[config.mk]
export PLATFORM = sky130hd
export DESIGN_NAME = f2c_flat
export DESIGN_NICKNAME = d
export VERILOG_FILES = /design/src/rtl/f2c_if.sv /design/src/rtl/f2c.sv /design/src/flat_wrapper.sv
export SDC_FILE = /design/constraint.sdc
export NUM_CORES = 1
export LEC_CHECK = 0
export CAP_MARGIN = 20
export CORE_UTILIZATION = 25
export DETAILED_ROUTE_END_ITERATION = 6
export PLACE_DENSITY = 0.57
export RECOVER_POWER = 25
export SETUP_SLACK_MARGIN = 0.02
export SLEW_MARGIN = 15
export SYNTH_ARGS = -nofsm -noshare
export SYNTH_HDL_FRONTEND = slang
export SYNTH_SLANG_ARGS = --single-unit
[constraint.sdc]
create_clock -name QClk -period 2.7 [get_ports QClk]
set_clock_uncertainty 0.15 [all_clocks]
set_input_delay 0.675 -clock QClk [delete_from_list [all_inputs] [get_ports QClk]]
set_output_delay 0.675 -clock QClk [all_outputs]
set_load 0.02 [all_outputs]
[src/rtl/f2c_if.sv]
// Opcode/entry-state types and the ring/core/response handshake bundle for the
// fabric-to-core responder buffer.
package f2c_pkg;
  typedef enum logic [1:0] {
    OP_RD       = 2'd0,
    OP_WR       = 2'd1,
    OP_WR_BCAST = 2'd2,
    OP_RD_RSP   = 2'd3
  } t_opcode;

  typedef enum logic [2:0] {
    ST_FREE    = 3'd0,
    ST_RD_PEND = 3'd1,
    ST_WR_PEND = 3'd2,
    ST_RD_WAIT = 3'd3,
    ST_RD_RDY  = 3'd4,
    ST_DONE    = 3'd5
  } t_state;
endpackage

interface f2c_if;
  import f2c_pkg::*;

  logic          RingReqInValidQ501H;
  logic [9:0]    RingReqInRequestorQ501H;
  t_opcode       RingReqInOpcodeQ501H;
  logic [31:0]   RingReqInAddressQ501H;
  logic [31:0]   RingReqInDataQ501H;
  logic          F2C_ReqAcceptQ501H;
  logic          F2C_FullQ501H;

  logic          F2C_CoreReqValidQ502H;
  t_opcode       F2C_CoreReqOpcodeQ502H;
  logic [31:0]   F2C_CoreReqAddressQ502H;
  logic [31:0]   F2C_CoreReqDataQ502H;
  logic          F2C_CoreReqReadyQ502H;
  logic [31:0]   F2C_CoreRdDataQ503H;

  logic          F2C_RspValidQ502H;
  logic [9:0]    F2C_RspRequestorQ502H;
  t_opcode       F2C_RspOpcodeQ502H;
  logic [31:0]   F2C_RspAddressQ502H;
  logic [31:0]   F2C_RspDataQ502H;
  logic          SelRingRspOutQ502H;

  modport slave (
    input  RingReqInValidQ501H, RingReqInRequestorQ501H, RingReqInOpcodeQ501H,
           RingReqInAddressQ501H, RingReqInDataQ501H,
           F2C_CoreReqReadyQ502H, F2C_CoreRdDataQ503H, SelRingRspOutQ502H,
    output F2C_ReqAcceptQ501H, F2C_FullQ501H,
           F2C_CoreReqValidQ502H, F2C_CoreReqOpcodeQ502H, F2C_CoreReqAddressQ502H,
           F2C_CoreReqDataQ502H,
           F2C_RspValidQ502H, F2C_RspRequestorQ502H, F2C_RspOpcodeQ502H,
           F2C_RspAddressQ502H, F2C_RspDataQ502H
  );

  modport master (
    output RingReqInValidQ501H, RingReqInRequestorQ501H, RingReqInOpcodeQ501H,
           RingReqInAddressQ501H, RingReqInDataQ501H,
           F2C_CoreReqReadyQ502H, F2C_CoreRdDataQ503H, SelRingRspOutQ502H,
    input  F2C_ReqAcceptQ501H, F2C_FullQ501H,
           F2C_CoreReqValidQ502H, F2C_CoreReqOpcodeQ502H, F2C_CoreReqAddressQ502H,
           F2C_CoreReqDataQ502H,
           F2C_RspValidQ502H, F2C_RspRequestorQ502H, F2C_RspOpcodeQ502H,
           F2C_RspAddressQ502H, F2C_RspDataQ502H
  );
endinterface

[src/rtl/f2c.sv]
// Fabric-to-core responder buffer: captures ring requests for this core, issues
// them in order to core memory and returns read data to the ring as RD_RSP.
module f2c_entry
  import f2c_pkg::*;
(
  input  logic        i_clk,
  input  logic        i_rst_n,
  input  logic        i_alloc,
  input  logic [9:0]  i_req,
  input  t_opcode     i_op,
  input  logic [31:0] i_addr,
  input  logic [31:0] i_data,
  input  logic        i_issue,
  input  logic        i_cap,
  input  logic [31:0] i_cap_data,
  input  logic        i_retire,
  output t_state      o_state,
  output logic [9:0]  o_req,
  output t_opcode     o_op,
  output logic [31:0] o_addr,
  output logic [31:0] o_data
);
  t_state      r_state;
  logic [9:0]  r_req;
  t_opcode     r_op;
  logic [31:0] r_addr;
  logic [31:0] r_data;

  // Events are exclusive per entry: alloc targets a FREE slot, the others
  // each require a distinct non-FREE state.
  always_ff @(posedge i_clk or negedge i_rst_n) begin
    if (!i_rst_n) begin
      r_state <= ST_FREE;
      r_req   <= '0;
      r_op    <= OP_RD;
      r_addr  <= '0;
      r_data  <= '0;
    end else if (i_alloc) begin
      r_req   <= i_req;
      r_op    <= i_op;
      r_addr  <= i_addr;
      r_data  <= i_data;
      r_state <= (i_op == OP_RD) ? ST_RD_PEND : ST_WR_PEND;
    end else if (i_issue && r_state == ST_RD_PEND) begin
      r_state <= ST_RD_WAIT;
    end else if (i_issue && r_state == ST_WR_PEND) begin
      r_state <= ST_DONE;
    end else if (i_cap && r_state == ST_RD_WAIT) begin
      r_data  <= i_cap_data;
      r_state <= ST_RD_RDY;
    end else if (i_retire && (r_state == ST_DONE || r_state == ST_RD_RDY)) begin
      r_state <= ST_FREE;
    end
  end

  assign o_state = r_state;
  assign o_req   = r_req;
  assign o_op    = r_op;
  assign o_addr  = r_addr;
  assign o_data  = r_data;
endmodule

module f2c
  import f2c_pkg::*;
#(
  parameter int F2C_ENTRIES = 4,
  parameter int F2C_PTR_W   = 2
) (
  input  logic       QClk,
  input  logic       RstQnnnH,
  input  logic [7:0] CoreID,
  f2c_if.slave       bus
);
  localparam int CNT_W = F2C_PTR_W + 1;

  logic [F2C_PTR_W-1:0] r_alloc_ptr, r_iss_ptr, r_ret_ptr, r_rd_idx;
  logic [CNT_W-1:0]     r_cnt;
  logic                 r_rd_pend;

  t_state      w_state [F2C_ENTRIES];
  logic [9:0]  w_req   [F2C_ENTRIES];
  t_opcode     w_op    [F2C_ENTRIES];
  logic [31:0] w_addr  [F2C_ENTRIES];
  logic [31:0] w_data  [F2C_ENTRIES];

  logic w_hit, w_full, w_acc, w_iss_vld, w_iss_fire, w_rsp_vld, w_ret;

  // Broadcast writes are taken regardless of target; RD_RSP never matches.
  always_comb begin
    w_hit = 1'b0;
    if (bus.RingReqInValidQ501H) begin
      unique case (bus.RingReqInOpcodeQ501H)
        OP_RD, OP_WR: w_hit = (bus.RingReqInAddressQ501H[31:24] == CoreID);
        OP_WR_BCAST:  w_hit = 1'b1;
        default:      w_hit = 1'b0;
      endcase
    end
  end

  assign w_full     = (r_cnt == CNT_W'(F2C_ENTRIES));
  assign w_acc      = w_hit && !w_full && RstQnnnH;
  assign w_iss_vld  = (w_state[r_iss_ptr] == ST_RD_PEND) || (w_state[r_iss_ptr] == ST_WR_PEND);
  assign w_iss_fire = w_iss_vld && bus.F2C_CoreReqReadyQ502H;
  assign w_rsp_vld  = (w_state[r_ret_ptr] == ST_RD_RDY);
  assign w_ret      = (w_state[r_ret_ptr] == ST_DONE) || (w_rsp_vld && bus.SelRingRspOutQ502H);

  for (genvar i = 0; i < F2C_ENTRIES; i++) begin : g_ent
    f2c_entry u_ent (
      .i_clk      (QClk),
      .i_rst_n    (RstQnnnH),
      .i_alloc    (w_acc && r_alloc_ptr == F2C_PTR_W'(i)),
      .i_req      (bus.RingReqInRequestorQ501H),
      .i_op       (bus.RingReqInOpcodeQ501H),
      .i_addr     (bus.RingReqInAddressQ501H),
      .i_data     (bus.RingReqInDataQ501H),
      .i_issue    (w_iss_fire && r_iss_ptr == F2C_PTR_W'(i)),
      .i_cap      (r_rd_pend && r_rd_idx == F2C_PTR_W'(i)),
      .i_cap_data (bus.F2C_CoreRdDataQ503H),
      .i_retire   (w_ret && r_ret_ptr == F2C_PTR_W'(i)),
      .o_state    (w_state[i]),
      .o_req      (w_req[i]),
      .o_op       (w_op[i]),
      .o_addr     (w_addr[i]),
      .o_data     (w_data[i])
    );
  end

  always_ff @(posedge QClk or negedge RstQnnnH) begin
    if (!RstQnnnH) begin
      r_alloc_ptr <= '0;
      r_iss_ptr   <= '0;
      r_ret_ptr   <= '0;
      r_rd_idx    <= '0;
      r_rd_pend   <= 1'b0;
      r_cnt       <= '0;
    end else begin
      if (w_acc)      r_alloc_ptr <= r_alloc_ptr + F2C_PTR_W'(1);
      if (w_iss_fire) r_iss_ptr   <= r_iss_ptr + F2C_PTR_W'(1);
      if (w_ret)      r_ret_ptr   <= r_ret_ptr + F2C_PTR_W'(1);
      // Read data lands exactly one cycle after the RD handshake.
      r_rd_pend <= w_iss_fire && (w_state[r_iss_ptr] == ST_RD_PEND);
      if (w_iss_fire && w_state[r_iss_ptr] == ST_RD_PEND) r_rd_idx <= r_iss_ptr;
      unique case ({w_acc, w_ret})
        2'b10:   r_cnt <= r_cnt + CNT_W'(1);
        2'b01:   r_cnt <= r_cnt - CNT_W'(1);
        default: r_cnt <= r_cnt;
      endcase
    end
  end

  assign bus.F2C_ReqAcceptQ501H      = w_acc;
  assign bus.F2C_FullQ501H           = w_full;
  assign bus.F2C_CoreReqValidQ502H   = w_iss_vld;
  assign bus.F2C_CoreReqOpcodeQ502H  = (w_op[r_iss_ptr] == OP_RD) ? OP_RD : OP_WR;
  assign bus.F2C_CoreReqAddressQ502H = w_addr[r_iss_ptr];
  assign bus.F2C_CoreReqDataQ502H    = w_data[r_iss_ptr];
  assign bus.F2C_RspValidQ502H       = w_rsp_vld;
  assign bus.F2C_RspRequestorQ502H   = w_req[r_ret_ptr];
  assign bus.F2C_RspOpcodeQ502H      = OP_RD_RSP;
  assign bus.F2C_RspAddressQ502H     = w_addr[r_ret_ptr];
  assign bus.F2C_RspDataQ502H        = w_data[r_ret_ptr];

  ap_rd_cap: assert property (@(posedge QClk) disable iff (!RstQnnnH)
    r_rd_pend |-> (w_state[r_rd_idx] == ST_RD_WAIT));
  ap_no_rsp_op: assert property (@(posedge QClk) disable iff (!RstQnnnH)
    (w_state[r_ret_ptr] != ST_FREE) |-> (w_op[r_ret_ptr] != OP_RD_RSP));
endmodule

[src/flat_wrapper.sv]
// flat-port wrapper written by rule: the top's interface ports become plain ports
module f2c_flat import f2c_pkg::*;
#(
  parameter int F2C_ENTRIES = 4,
  parameter int F2C_PTR_W   = 2
)
  (QClk, RstQnnnH, CoreID, bus_RingReqInValidQ501H, bus_RingReqInRequestorQ501H, bus_RingReqInOpcodeQ501H, bus_RingReqInAddressQ501H, bus_RingReqInDataQ501H, bus_F2C_CoreReqReadyQ502H, bus_F2C_CoreRdDataQ503H, bus_SelRingRspOutQ502H, bus_F2C_ReqAcceptQ501H, bus_F2C_FullQ501H, bus_F2C_CoreReqValidQ502H, bus_F2C_CoreReqOpcodeQ502H, bus_F2C_CoreReqAddressQ502H, bus_F2C_CoreReqDataQ502H, bus_F2C_RspValidQ502H, bus_F2C_RspRequestorQ502H, bus_F2C_RspOpcodeQ502H, bus_F2C_RspAddressQ502H, bus_F2C_RspDataQ502H);
  f2c_if bus_i ();
  input  logic QClk;
  input  logic RstQnnnH;
  input  logic [7:0] CoreID;
  input wire logic [$bits(bus_i.RingReqInValidQ501H)-1:0] bus_RingReqInValidQ501H;
  input wire logic [$bits(bus_i.RingReqInRequestorQ501H)-1:0] bus_RingReqInRequestorQ501H;
  input wire logic [$bits(bus_i.RingReqInOpcodeQ501H)-1:0] bus_RingReqInOpcodeQ501H;
  input wire logic [$bits(bus_i.RingReqInAddressQ501H)-1:0] bus_RingReqInAddressQ501H;
  input wire logic [$bits(bus_i.RingReqInDataQ501H)-1:0] bus_RingReqInDataQ501H;
  input wire logic [$bits(bus_i.F2C_CoreReqReadyQ502H)-1:0] bus_F2C_CoreReqReadyQ502H;
  input wire logic [$bits(bus_i.F2C_CoreRdDataQ503H)-1:0] bus_F2C_CoreRdDataQ503H;
  input wire logic [$bits(bus_i.SelRingRspOutQ502H)-1:0] bus_SelRingRspOutQ502H;
  output wire logic [$bits(bus_i.F2C_ReqAcceptQ501H)-1:0] bus_F2C_ReqAcceptQ501H;
  output wire logic [$bits(bus_i.F2C_FullQ501H)-1:0] bus_F2C_FullQ501H;
  output wire logic [$bits(bus_i.F2C_CoreReqValidQ502H)-1:0] bus_F2C_CoreReqValidQ502H;
  output wire logic [$bits(bus_i.F2C_CoreReqOpcodeQ502H)-1:0] bus_F2C_CoreReqOpcodeQ502H;
  output wire logic [$bits(bus_i.F2C_CoreReqAddressQ502H)-1:0] bus_F2C_CoreReqAddressQ502H;
  output wire logic [$bits(bus_i.F2C_CoreReqDataQ502H)-1:0] bus_F2C_CoreReqDataQ502H;
  output wire logic [$bits(bus_i.F2C_RspValidQ502H)-1:0] bus_F2C_RspValidQ502H;
  output wire logic [$bits(bus_i.F2C_RspRequestorQ502H)-1:0] bus_F2C_RspRequestorQ502H;
  output wire logic [$bits(bus_i.F2C_RspOpcodeQ502H)-1:0] bus_F2C_RspOpcodeQ502H;
  output wire logic [$bits(bus_i.F2C_RspAddressQ502H)-1:0] bus_F2C_RspAddressQ502H;
  output wire logic [$bits(bus_i.F2C_RspDataQ502H)-1:0] bus_F2C_RspDataQ502H;
  assign bus_i.RingReqInValidQ501H = bus_RingReqInValidQ501H;
  assign bus_i.RingReqInRequestorQ501H = bus_RingReqInRequestorQ501H;
  assign bus_i.RingReqInOpcodeQ501H = bus_RingReqInOpcodeQ501H;
  assign bus_i.RingReqInAddressQ501H = bus_RingReqInAddressQ501H;
  assign bus_i.RingReqInDataQ501H = bus_RingReqInDataQ501H;
  assign bus_i.F2C_CoreReqReadyQ502H = bus_F2C_CoreReqReadyQ502H;
  assign bus_i.F2C_CoreRdDataQ503H = bus_F2C_CoreRdDataQ503H;
  assign bus_i.SelRingRspOutQ502H = bus_SelRingRspOutQ502H;
  assign bus_F2C_ReqAcceptQ501H = bus_i.F2C_ReqAcceptQ501H;
  assign bus_F2C_FullQ501H = bus_i.F2C_FullQ501H;
  assign bus_F2C_CoreReqValidQ502H = bus_i.F2C_CoreReqValidQ502H;
  assign bus_F2C_CoreReqOpcodeQ502H = bus_i.F2C_CoreReqOpcodeQ502H;
  assign bus_F2C_CoreReqAddressQ502H = bus_i.F2C_CoreReqAddressQ502H;
  assign bus_F2C_CoreReqDataQ502H = bus_i.F2C_CoreReqDataQ502H;
  assign bus_F2C_RspValidQ502H = bus_i.F2C_RspValidQ502H;
  assign bus_F2C_RspRequestorQ502H = bus_i.F2C_RspRequestorQ502H;
  assign bus_F2C_RspOpcodeQ502H = bus_i.F2C_RspOpcodeQ502H;
  assign bus_F2C_RspAddressQ502H = bus_i.F2C_RspAddressQ502H;
  assign bus_F2C_RspDataQ502H = bus_i.F2C_RspDataQ502H;
  f2c #(.F2C_ENTRIES(F2C_ENTRIES), .F2C_PTR_W(F2C_PTR_W)) u_core (.QClk(QClk), .RstQnnnH(RstQnnnH), .CoreID(CoreID), .bus(bus_i));
endmodule
==> results.cfg <==
[status]
outcome = finished, violations left
violations = setup timing

[grt]
grt_pass1_vias = 14400
grt_max_degree = 129
grt-ovfl-total = 0
grt_usage_pct = 16.8
antenna_found_initial = 2
grt_pass1_wl_um = 92900

[drt]
postRouteWirelength_um = 61400
vias = 13400
ant_nets = 0
drtIter0Drc = 1025
via_per_inst = 5.03
drcViolationCount = 0
first_pass_iters = 5
wl_per_cell_um = 23.0

[synthesis]
synthFlopType = dfrtp_1
synth-edff-count = 0
yosysTopAreaCell = dfrtp_1
avgSynthCellArea_um2 = 13.6
ys_warn_count = 0
syn_area_mm2 = 0.0179
synth-async-reset-ratio_pct = 100
synth.area.top_cells = dfrtp_1, mux4_2, mux2_2
synthAdderAreaFrac_pct = 1.02
synth_mux_area_share_pct = 37.0
synth_top_cell_area_share_pct = 45.9
synth-seq-cells = 328
synth_compound_area_share_pct = 5.03
ys_seq_area_share_pct = 45.9
yosys.area_share.simple_pct = 6.04
synth_xor_area_share_pct = 0.931
yosysUniqueCellTypes = 59
synth_top_family_by_area = multiplexers
syn_inst = 1311

[worst_setup_path]
critPathKind = flop to output port
path_cells = buf_12 -> mux4_2 -> xor2_4 -> nor2b_4 -> buf_6
crit_path_max_fanout = 7
worstSetupStartpointType = flop
cp_slowest_cell = mux4_2
worstSetupEndpointType = output port
arrival_ns = 2.26
critPathMaxStageDelay_ns = 0.57
required_ns = 1.88

[timing]
hold_violations = 0
tightest_slew_ns = 1.24
fin_crit_sh_pct = 114
timing.slew.headroom_pct = 17.3
period_needed_ns = 3.09
fin_ws_ns = -0.388
fmax_mhz = 324
slew_violations = 0
setup_viol = 144
rsz0062_at_grt = true

[placement]
place_ws_ns = -0.869
finalWeightedCongestion = 0.800
placed_cells = 2511
portBuffers = 263
placed_area_mm2 = 0.0225
hpwl_um = 38500

[finish]
utilization_pct = 36.0
antenna_cells = 0
layout_commonest_cell = dfrtp_1
layout.cells.non_filler = 2665
final_cell_mix = dfrtp_1, buf_6, mux2_2, mux4_2, mux2i_1
final_area_mm2 = 0.0254
area_growth_pct = 41.9
nets = 1830
drive_above_1_share_pct = 44.9

[pwr]
swShare_pct = 36.8
p_switching_mw = 13.0
power.internal_mw = 22.3
power_frac_seq_pct = 25.5
power_mw = 35.3
p_per_area_mw_per_mm2 = 1390
power.share.clock_pct = 16.7
p_leak_nw = 10.5
p_comb_share_pct = 57.8
ir_drop_uv = 919

[floorplanning]
io_pins = 267
die_w_um = 269
die-area_mm2 = 0.0726
initial_core_util_pct = 25.4
die_h_um = 269
placementRows = 97
core_area_mm2 = 0.0704

[hold_path]
hold_class = flop to flop

[clocking]
ctsHtreeMaxLevel = 2
cts_tree = yes
cts.path.max_buffers = 3
clockRootBuffer = clkbuf_16
numCtsBuffers = 41
cts_sinks = 328
clk_pin_slew_ns = 0.06
clock_latency_ns = 0.56

[flow_run]
drv_cap = 0
[cells in the mapped netlist (11+ instances only)]
cell and instances:
a21oi_1 34, buf_2 36, buf_4 12, clkbuf_1 49
dfrtp_1 328, ha_1 13, inv_1 14, mux2_2 158
mux2_4 19, mux2i_1 129, mux4_2 143, nand2_1 12
nand3_1 105, nor3_1 32, o21ai_0 102, xor2_1 11
[worst max-delay path, delay by kind of cell, from the launching register on]
| kind | cells | cell delay (ns) |
|---|---|---|
| xor gates and xnor gates | 1 | 0.23 |
| buffers and inverters | 2 | 0.28 |
| DFF | 1 | 0.44 |
| muxes | 1 | 0.57 |
| and+or+nand+nor | 1 | 0.17 |
[metrics by stage]
stage | setup TNS [ns] | hold slack [ns]
after floorplan | -0.160 | 0.229
after global placement | -175.90 | 0.312
after detailed placement | -166.97 | 0.321
after CTS | -42.91 | 0.0958
after global routing | -59.79 | 0.307
final | -32.27 | 0.326
[power groups by stage]
stage / registers, mW / logic, mW / clock network (mW)
floorplan: 8.39 / 10.4 / 0
global placement: 8.84 / 17.3 / 0
detailed placement: 9.07 / 17.4 / 0
CTS: 8.99 / 19.5 / 6.08
global route: 9.33 / 21.5 / 6.27
finish: 9.02 / 20.4 / 5.91
[cell families (layout without fill, tap and decap cells)]
group	Yosys count	count (layout)
simple gates	200	200
fa+ha+maj	14	14
mux	453	453
buf+inv	134	547
other cells	2	3
compound gates	161	161
xor+xnor	19	19
flops	328	328
[worst paths after layout]
path	startpoint	end	slack, ns	cells past startpoint
worst max-delay path	u_core.r_iss_ptr[0]$_DFFE_PN0P_	bus_F2C_CoreReqValidQ502H	-0.39	5
worst min-delay path	u_core.r_cnt[2]$_DFFE_PN0P_	u_core.r_cnt[2]$_DFFE_PN0P_	0.33	1
worst max register to register	u_core.r_ret_ptr[0]$_DFFE_PN0P_	u_core.r_cnt[2]$_DFFE_PN0P_	-0.05	11
worst min register to register	u_core.r_cnt[2]$_DFFE_PN0P_	u_core.r_cnt[2]$_DFFE_PN0P_	0.33	1
max in group asynchronous	RstQnnnH	u_core.r_iss_ptr[1]$_DFFE_PN0P_	0.12	3
min in group asynchronous	RstQnnnH	u_core.g_ent[2].u_ent.o_data[27]$_DFFE_PN0P_	0.59	2
[state kept, by name (all words and copies together) (netlist names)]
name and cells:
u_core.g_ent.u_ent.o_data 128, u_core.r_ret_ptr 2, u_core.g_ent.u_ent.o_op 8, u_core.r_iss_ptr 2
u_core.g_ent.u_ent.o_addr 128, u_core.r_rd_pend 1, u_core.g_ent.u_ent.o_state 12, u_core.g_ent.u_ent.o_req 40
u_core.r_cnt 3, u_core.r_rd_idx 2, u_core.r_alloc_ptr 2
[layout make-up]
class	count	area (um^2)
Tap cell	940	1180
Multi-Input combinational cell	850	9140
Sequential cell	328	8220
Clock inverter	15	211
Inverter	14	55.1
Fill cell	6775	45000
Timing Repair Buffer	460	5350
Clock buffer	58	1220
[timing repair]
item | 4_1_cts | 5_1_grt
gates cloned | 11 | 1
pin swaps | 3 | 14
gates resized for setup | 845 | 151
buffers inserted | 59 | 27
setup endpoints to repair | 266 | 337
endpoints found under the hold margin | 0 | 0
hold buffers | 0 | 0
[per-layer routing]
| metal | part of all wire, % | track usage, % |
|---|---|---|
| met3 | 5.8 | 3.11 |
| met1 | 43 | 22.1 |
| met2 | 48 | 27.5 |
| met4 | 3.1 | 6.06 |
| met5 | 0.021 | 0 |
(Power assumes the default switching activity.)
